<file path="src/rtl/mspu_uart_pkg.sv">
// Shared types and constants for the buffered UART transmitter.
package mspu_uart_pkg;

  typedef enum logic [1:0] {
    ST_IDLE  = 2'd0,
    ST_START = 2'd1,
    ST_DATA  = 2'd2,
    ST_STOP  = 2'd3
  } uart_tx_state_t;

  localparam int UART_DATA_BITS        = 8;
  localparam int UART_DEFAULT_BAUD_DIV = 868;

endpackage

</file>
<file path="src/rtl/uart_fifo.sv">
// Single-clock byte FIFO; head entry is presented combinationally on rdata.
module uart_fifo #(
  parameter int AW = 4
) (
  input  logic          clk,
  input  logic          reset,
  input  logic          push,
  input  logic          pop,
  input  logic [7:0]    wdata,
  output logic [7:0]    rdata,
  output logic [AW:0]   count,
  output logic          full,
  output logic          empty
);

  localparam int         DEPTH   = 1 << AW;
  localparam logic [AW:0] COUNT_FULL = (AW+1)'(DEPTH);

  logic [7:0]    r_mem [0:DEPTH-1];
  logic [AW-1:0] r_wptr;
  logic [AW-1:0] r_rptr;
  logic [AW:0]   r_count;
  logic          w_do_push;
  logic          w_do_pop;

  assign full  = (r_count == COUNT_FULL);
  assign empty = (r_count == '0);
  assign count = r_count;
  assign rdata = r_mem[r_rptr];

  // A pop frees the head slot in the same cycle, so a full FIFO still accepts a push.
  assign w_do_pop  = pop & ~empty & ~reset;
  assign w_do_push = push & (~full | w_do_pop) & ~reset;

  always_ff @(posedge clk) begin
    if (w_do_push) r_mem[r_wptr] <= wdata;
  end

  always_ff @(posedge clk) begin
    if (reset) begin
      r_wptr  <= '0;
      r_rptr  <= '0;
      r_count <= '0;
    end else begin
      if (w_do_push) r_wptr <= r_wptr + 1'b1;
      if (w_do_pop)  r_rptr <= r_rptr + 1'b1;
      r_count <= r_count + (AW+1)'(w_do_push) - (AW+1)'(w_do_pop);
    end
  end

endmodule

</file>
<file path="src/rtl/uart_tx_fifo.sv">
// Buffered 8N1 UART transmitter fed by a no-backpressure write strobe.
module uart_tx_fifo
  import mspu_uart_pkg::*;
#(
  parameter int BAUD_DIV = UART_DEFAULT_BAUD_DIV,
  parameter int FIFO_AW  = 4
) (
  input  logic               clk,
  input  logic               reset,
  input  logic [31:0]        din,
  input  logic               we,
  output logic               txd,
  output logic               busy,
  output logic [FIFO_AW:0]   fifo_count,
  output logic               overflow
);

  localparam int               CNT_W     = $clog2(BAUD_DIV);
  localparam logic [CNT_W-1:0] BAUD_LAST = CNT_W'(BAUD_DIV - 1);
  localparam logic [2:0]       BIT_LAST  = 3'(UART_DATA_BITS - 1);

  uart_tx_state_t   r_state;
  logic [CNT_W-1:0] r_baud_cnt;
  logic [2:0]       r_bit_idx;
  logic [7:0]       r_shift;
  logic             r_txd;
  logic             r_busy;
  logic             r_overflow;

  logic [7:0]       w_rdata;
  logic [FIFO_AW:0] w_count;
  logic             w_full;
  logic             w_empty;
  logic             w_baud_last;
  logic             w_pop;
  logic             w_unused_din;

  assign w_unused_din = ^din[31:8];
  assign w_baud_last  = (r_baud_cnt == BAUD_LAST);
  // Pop from IDLE, or on the last stop-bit cycle so frames run back to back.
  assign w_pop = ~w_empty & ((r_state == ST_IDLE) |
                             ((r_state == ST_STOP) & w_baud_last));

  uart_fifo #(.AW(FIFO_AW)) u_fifo (
    .clk   (clk),
    .reset (reset),
    .push  (we),
    .pop   (w_pop),
    .wdata (din[7:0]),
    .rdata (w_rdata),
    .count (w_count),
    .full  (w_full),
    .empty (w_empty)
  );

  always_ff @(posedge clk) begin
    if (w_pop) r_shift <= w_rdata;
    else if ((r_state == ST_DATA) && w_baud_last) r_shift <= r_shift >> 1;
  end

  always_ff @(posedge clk) begin
    if (reset) begin
      r_state    <= ST_IDLE;
      r_baud_cnt <= '0;
      r_bit_idx  <= '0;
      r_txd      <= 1'b1;
      r_busy     <= 1'b0;
      r_overflow <= 1'b0;
    end else begin
      r_txd  <= (r_state == ST_START) ? 1'b0 :
                (r_state == ST_DATA)  ? r_shift[0] : 1'b1;
      r_busy <= (r_state != ST_IDLE) | (w_count != '0);
      if (we & w_full & ~w_pop) r_overflow <= 1'b1;
      r_baud_cnt <= w_baud_last ? '0 : r_baud_cnt + 1'b1;
      case (r_state)
        ST_IDLE: begin
          r_baud_cnt <= '0;
          if (w_pop) r_state <= ST_START;
        end
        ST_START: begin
          if (w_baud_last) begin
            r_state   <= ST_DATA;
            r_bit_idx <= '0;
          end
        end
        ST_DATA: begin
          if (w_baud_last) begin
            r_bit_idx <= r_bit_idx + 1'b1;
            if (r_bit_idx == BIT_LAST) r_state <= ST_STOP;
          end
        end
        ST_STOP: begin
          if (w_baud_last) r_state <= w_pop ? ST_START : ST_IDLE;
        end
        default: r_state <= ST_IDLE;
      endcase
    end
  end

  assign txd        = r_txd;
  assign busy       = r_busy;
  assign fifo_count = w_count;
  assign overflow   = r_overflow;

endmodule

</file>
<file path="config.mk">
export PLATFORM = sky130hd
export DESIGN_NAME = uart_tx_fifo
export DESIGN_NICKNAME = d
export VERILOG_FILES = /design/src/rtl/mspu_uart_pkg.sv /design/src/rtl/uart_fifo.sv /design/src/rtl/uart_tx_fifo.sv
export SDC_FILE = /design/constraint.sdc
export NUM_CORES = 1
export LEC_CHECK = 0
export BUFFER_PORTS_ARGS = -buffer_cell sky130_fd_sc_hd__buf_4
export CAP_MARGIN = 20
export CORE_MARGIN = 3
export CORE_UTILIZATION = 50
export DETAILED_ROUTE_END_ITERATION = 10
export PLACE_DENSITY_LB_ADDON = 0.08
export REMOVE_ABC_BUFFERS = 1
export SLEW_MARGIN = 25
export SYNTH_ARGS = -nofsm -noshare
export SYNTH_HDL_FRONTEND = slang
export SYNTH_SLANG_ARGS = --single-unit
</file>
<file path="constraint.sdc">
create_clock -name clk -period 3.7 [get_ports clk]
set_clock_uncertainty 0.1 [all_clocks]
set_input_delay 0.185 -clock clk [delete_from_list [all_inputs] [get_ports clk]]
set_output_delay 0.185 -clock clk [all_outputs]
set_load 0.05 [all_outputs]
</file>
==> results_dict.tcl, run 1 <==
set metrics [dict create \
    status "finished clean" \
    syn_inst 429 \
    drc 0 \
    antenna_found_initial 0 \
    die_x_um 124 \
    grt_start_max_net_pins 34 \
    diodes 0 \
    cts_num_sinks 171 \
    hold_violations 0 \
    num_rows 42 \
    critical_path_class "reg2reg" \
    start_util 0.521 \
    min_period_ns 2.94 \
    cap_viol_max_count 0 \
    cp-start-kind "register" \
    grt.total_usage 0.172 \
    vias 3616 \
    wl_per_cell_um 18.5 \
    whs_path_depth 2 \
    htreeDepth 4 \
    yosysSeqAreaShare 0.683 \
    portBuffers 18 \
    worstRegToRegCells 13 \
    required_ns 3.90 \
    place_ws_ns 0.756 \
    async_flop_share 0 \
    core_area_mm2 0.0135 \
    ctsHoldBuffers 9 \
    routed_wl_mm 12.3 \
    design.portCount 43 \
    die-area_mm2 0.0155 \
    clk_latency_ns 0.41 \
    firstDrtPassIters 4 \
    fin_ws_ns 0.761 \
    numCtsBuffers 17 \
    area_growth_pct 15.4 \
    rsz0062_at_grt "no" \
    ys.flop_type "edfxtp_1" \
    drtIter0Drc 186 \
    first_global_vias 3851 \
    setup_viol 0 \
    ys.warnings.count 0 \
    die_h_um 124 \
    root_buffer "clkbuf_16" \
    grt_overflow 0 \
    final_nets 534 \
    post-dp-hpwl_mm 7.93 \
    cts_tree "yes" \
    grt_pass1_wl_mm 20.5 \
    path_clk_slew_ns 0.06 \
    vias_per_cell 5.41 \
    netlist_area_mm2 0.00701 \
    synth-edff-count 136 \
    min_path_type "in2reg" \
    p_leak_uw 0.00271 \
    post_cts_buffers 0 \
    syn_avg_cell_area_um2 16.3 \
    p_per_area_mw_per_mm2 658 \
    worstPathMaxFanout 9 \
    cp-end-kind "register" \
    worstPathArrival_ns 3.14 \
    slew_headroom 0.391 \
    synth_cell_types 42 \
    max_freq_mhz 340 \
    holdWs_ns 0.0449 \
    layout_commonest_cell "edfxtp_1" \
    gp_congestion 0.766 \
    fin_setup_tns_ns 0 \
    layout-drive-gt1-share 0.232 \
    tightestPinTransition_ns 0.910 \
    cts_resized 0 \
    ys_ff_latch 171 \
    layout_common_cells "edfxtp_1, buf_4, nor2_1, dfxtp_1, mux4_2" \
    drtAntennaViolNets 0 \
    cts_buffer_depth 2 \
    vdd.ir_drop.worst_mv 0.415 \
    finalCritPeriodShare 0.794 \
    maxSlewViolCount 0 \
]
## cells by family after synthesis
| group | count (synthesis) | share of synthesized area |
|---|---|---|
| DFF | 171 | 0.683 |
| and+or+nand+nor | 103 | 0.0752 |
| muxes | 49 | 0.130 |
| AOI/OAI and AO/OA | 36 | 0.0337 |
| buffers and inverters | 34 | 0.0214 |
| adders and majority gates | 20 | 0.0368 |
| xor gates and xnor gates | 16 | 0.0200 |
## final timing paths
check / start / endpoint / slack, ns
worst min-delay path: reset / u_fifo.count[2] / 0.04
worst max-delay path: r_state[1] / u_fifo.count[4] / 0.76
worst max register to register: r_state[1] / u_fifo.count[4] / 0.76
worst min register to register: r_baud_cnt[0] / r_baud_cnt[0] / 0.37
## area by class of cell
cell class	instances	area, um^2
multi-input combinational	224	2080
fill	1041	5360
clock buffer	19	433
sequential	171	4790
clock inverter	13	118
inverter	15	56.3
tap	176	220
timing repair buffer	50	398
## through the flow
stage          instances  utilization  instance area [um^2]  total power, uW
2_1_floorplan        410            -                  6910             3380
3_3_place_gp         627        0.553                  7440             3690
3_5_place_dp         627        0.553                  7440             3730
4_1_cts              668        0.601                  8080             5380
5_1_grt              668        0.601                  8090             5610
6_report             668        0.601                  8090             5320
## sequential cells by signal, summed over array words and instances (netlist names), 2 cells and up, named ones only
name and cells:
u_fifo.r_mem 128, r_state 2, u_fifo.count 5, r_baud_cnt 10
u_fifo.r_wptr 4, u_fifo.r_rptr 4, r_shift 8, r_bit_idx 3
## synth_stat cells, drive strengths merged, types with 2 or more instances
cell,count,share of area
edfxtp,136,0.58
nor2,40,0.021
dfxtp,35,0.10
mux4,33,0.11
ha,19,0.034
inv,15,0.0080
a21oi,13,0.0093
nor2b,12,0.011
nor3,12,0.0086
xnor2,12,0.015
buf,11,0.0091
mux2i,9,0.013
nand2b,9,0.0080
clkbuf,8,0.0043
nand2,8,0.0043
a211oi,7,0.0075
mux2,7,0.011
nand3,6,0.0043
o21ai,5,0.0036
xor2,4,0.0050
a21o,3,0.0032
nand3b,3,0.0032
a32oi,2,0.0025
and2,2,0.0018
and3,2,0.0018
nand4bb,2,0.0032
or3,2,0.0018
## per-layer routing
layer / GRT usage / vias to the layer above / part of all wire
met5: 0 / - / 0
met4: 0.0484 / 0 / 0.0074
met3: 0.0455 / 8 / 0.024
met2: 0.293 / 40 / 0.53
met1: 0.218 / 1839 / 0.44
li1: - / 1729 / -
## critical path: stages (launching register included)
cell	delay [ns]
dfxtp_1	0.40
inv_1	0.11
ha_1	0.26
inv_1	0.07
o31a_1	0.29
a31o_1	0.38
nor2_1	0.08
ha_1	0.23
fa_1	0.40
a21oi_1	0.16
nor2_1	0.06
nor2_1	0.11
xnor2_1	0.13
nor2_1	0.05
## where the power goes
| part | switching, uW | internal [uW] | leakage, uW |
|---|---|---|---|
| Sequential | 148 | 2260 | 0.00152 |
| Combinational | 663 | 615 | 0.000934 |
| Clock | 708 | 929 | 0.000263 |
| Total | 1520 | 3800 | 0.00271 |
Note: power is estimated with default switching activity, not from simulation.
==> inputs of run 2 (changes only) <==
--- a/config.mk
+++ b/config.mk
@@ -5,6 +5,7 @@
 export SDC_FILE = /design/constraint.sdc
 export NUM_CORES = 1
 export LEC_CHECK = 0
+export ABC_AREA = 1
 export BUFFER_PORTS_ARGS = -buffer_cell sky130_fd_sc_hd__buf_4
 export CAP_MARGIN = 20
 export CORE_MARGIN = 3
==> constraint.sdc (replaced) <==
create_clock -name clk -period 2.4 [get_ports clk]
set_clock_uncertainty 0.1 [all_clocks]
set_input_delay 0.12 -clock clk [delete_from_list [all_inputs] [get_ports clk]]
set_output_delay 0.12 -clock clk [all_outputs]
set_load 0.05 [all_outputs]
==> run 2 against run 1 <==
Compared with the run above:
- highest routed layer unchanged
- synthesized area up 1.6%
- cell count grew 33%
- worst setup slack worse by 0.64 ns
- critical path depth increased by 4
- hold slack better by 0.31 ns
==> results_dict.tcl, run 2 <==
set metrics [dict create \
    routed_wl_mm 15.6 \
    top_regs "u_fifo.r_mem (128), r_baud_cnt (10), r_shift (8)" \
    ys.warnings.count 0 \
    hold_violations 0 \
    finalPower_uw 8830 \
    worstPathArrival_ns 2.49 \
    min_path_type "reg2reg" \
    maxSlewViolCount 0 \
    cpPeakStageDelay_ns 0.35 \
    grt.total_usage 0.205 \
    gp_congestion 0.832 \
    max_freq_mhz 438 \
    p_per_area_mw_per_mm2 1040 \
    layout-drive-gt1-share 0.186 \
    drc 0 \
    reg2reg_from "r_baud_cnt[1]" \
    synth_cell_types 34 \
    ys.flop_type "edfxtp_1" \
    diodes 0 \
    layout_common_cells "edfxtp_1, nor2_1, o21ai_0, buf_4, nand2_1" \
    cts_tree "yes" \
    wl_per_cell_um 17.5 \
    critical_path_class "reg2reg" \
    cp-end-kind "register" \
    largest_reg_flops 128 \
    cp_cell_sequence "ha_4, nand2_4, nor2_4, nand3_2, nand2_2, nand3_2, buf_6, nand2_4, nand2_4, nor2_4, ha_4, fa_2, nand2_2, a21oi_2, nor2_2, o21ai_1, a21oi_1" \
    hold_path.startpoint "overflow" \
    yosys.area.top_type "edfxtp_1" \
    vdd.ir_drop.worst_mv 1.12 \
    finalCritPeriodShare 0.952 \
    ys_ff_latch 171 \
    grt_pass1_wl_mm 24.7 \
    async_flop_share 0 \
    antenna_found_initial 0 \
    first_global_vias 4619 \
    root_buffer "clkbuf_16" \
    setup_viol 0 \
    place_ws_ns -0.0807 \
    num-fill-cells 1056 \
    path_clk_slew_ns 0.06 \
    slew_headroom 0.566 \
    clk_latency_ns 0.42 \
    yosys-top-cells-count "edfxtp_1, nor2_1, o21ai_0, nand2_1, inv_1" \
    status "finished clean" \
    htreeDepth 4 \
    yosysSeqAreaShare 0.672 \
    layout_commonest_cell "edfxtp_1" \
    final_nets 757 \
    area_growth_pct 19.0 \
    num_rows 42 \
    syn_avg_cell_area_um2 11.2 \
    worstPathMaxFanout 2 \
    cts_num_sinks 171 \
    min_period_ns 2.28 \
    portBuffers 18 \
    synth-edff-count 136 \
    cap_viol_max_count 0 \
    die_x_um 125 \
    cts_buffer_depth 2 \
    fin_ws_ns 0.116 \
    syn_inst 633 \
    grt_start_max_net_pins 45 \
    grt_overflow 0 \
    rsz0062_at_grt "yes" \
    required_ns 2.61 \
    regMostFlops "u_fifo.r_mem" \
    drtIter0Drc 512 \
    post-dp-hpwl_mm 10.1 \
    path_common_cell "nand2_4" \
    die-area_mm2 0.0157 \
    netlist_top_cells_area "edfxtp_1, dfxtp_1, nor2_1" \
    crit_start "r_baud_cnt[1]" \
    synth.most_common_cell "edfxtp_1" \
    tightestPinTransition_ns 0.651 \
    vias 4829 \
    synth_top_area_frac 0.574 \
    slowest_stage "dfxtp_2" \
    die_h_um 125 \
    design.portCount 43 \
    cp-start-kind "register" \
    placed_cell_area_mm2 0.00766 \
    numCtsBuffers 17 \
    design_area_mm2 0.00847 \
    netlist_area_mm2 0.00712 \
    drtAntennaViolNets 0 \
    core_area_mm2 0.0136 \
    start_util 0.525 \
    vias_per_cell 5.42 \
    firstDrtPassIters 4 \
    p_leak_uw 0.00307 \
]
==> run 2: changes by cell type in the layout (fill, tap and decap cells not counted), moves of 10 or more <==
| cell | before | now |
|---|---|---|
| mux4_2 | 33 | 0 |
| xnor2_1 | 12 | 2 |
| nor2b_1 | 12 | 0 |
| nor2_1 | 40 | 129 |
| buf_4 | 41 | 66 |
| nand2_1 | 8 | 51 |
| inv_1 | 15 | 38 |
| o21ai_0 | 5 | 75 |
| o211ai_1 | 0 | 28 |
==> run 2: final timing paths <==
| check | end | slack (ns) | cells after the start |
|---|---|---|---|
| hold / removal | overflow | 0.36 | 2 |
| hold reg to reg | overflow | 0.36 | 2 |
| setup reg to reg | u_fifo.count[4] | 0.12 | 17 |
| setup / recovery | u_fifo.count[4] | 0.12 | 17 |
==> run 2: area by class of cell <==
type                    count  area, um^2  area share
clock buffers              22         444      0.0524
clock inverters            10         100      0.0118
inverters                  47         176      0.0208
multi-input cells         388        2130       0.251
flip-flops and latches    171        4800       0.566
well taps                 176         220      0.0260
repair buffers             77         607      0.0716
==> run 2: timing repair <==
item	4_1_cts	5_1_grt
endpoints found under the hold margin	142	0
setup endpoints to repair	2	53
pin swaps	12	13
hold buffers	10	0
buffers inserted	5	3
resized for setup	23	13
==> run 2: through the flow <==
stage	hold slack [ns]	utilization	setup TNS, ns	std cells
final	0.358	0.625	0	891
after global routing	0.374	0.625	-0.0884	891
after CTS	0.362	0.620	0	888
after detailed placement	0.313	0.565	-0.0833	841
after global placement	0.311	0.565	-0.0213	841
after floorplan	0.0891	-	-12.12	606
==> run 2: cells by family after synthesis <==
group | Yosys count | share of synthesized area
XOR/XNOR | 4 | 0.00492
AO/OA/AOI/OAI | 142 | 0.115
flip-flops | 171 | 0.672
buffers and inverters | 74 | 0.0418
AND/OR/NAND/NOR | 222 | 0.129
adder cells (fa/ha/maj) | 20 | 0.0362
==> run 2: worst max-delay path: cells and delay by family (launching register included) <==
family	cells	cell delay, ns
simple gates	10	0.77
compound gates	3	0.32
fa+ha+maj	3	0.51
flops	1	0.35
buf+inv	1	0.13
==> run 2: where the power goes <==
part	switching [uW]	internal [uW]	total, uW
Sequential	109	3490	3590
Combinational	1720	950	2670
Clock	1060	1510	2570
Total	2890	5950	8830
==> run 2: metal layers <==
layer | vias up | GRT usage | part of all wire
li1 | 2360 | - | -
met1 | 2321 | 0.286 | 0.46
met2 | 121 | 0.312 | 0.46
met3 | 27 | 0.0499 | 0.054
met4 | 0 | 0.0778 | 0.025
met5 | - | 0 | 0
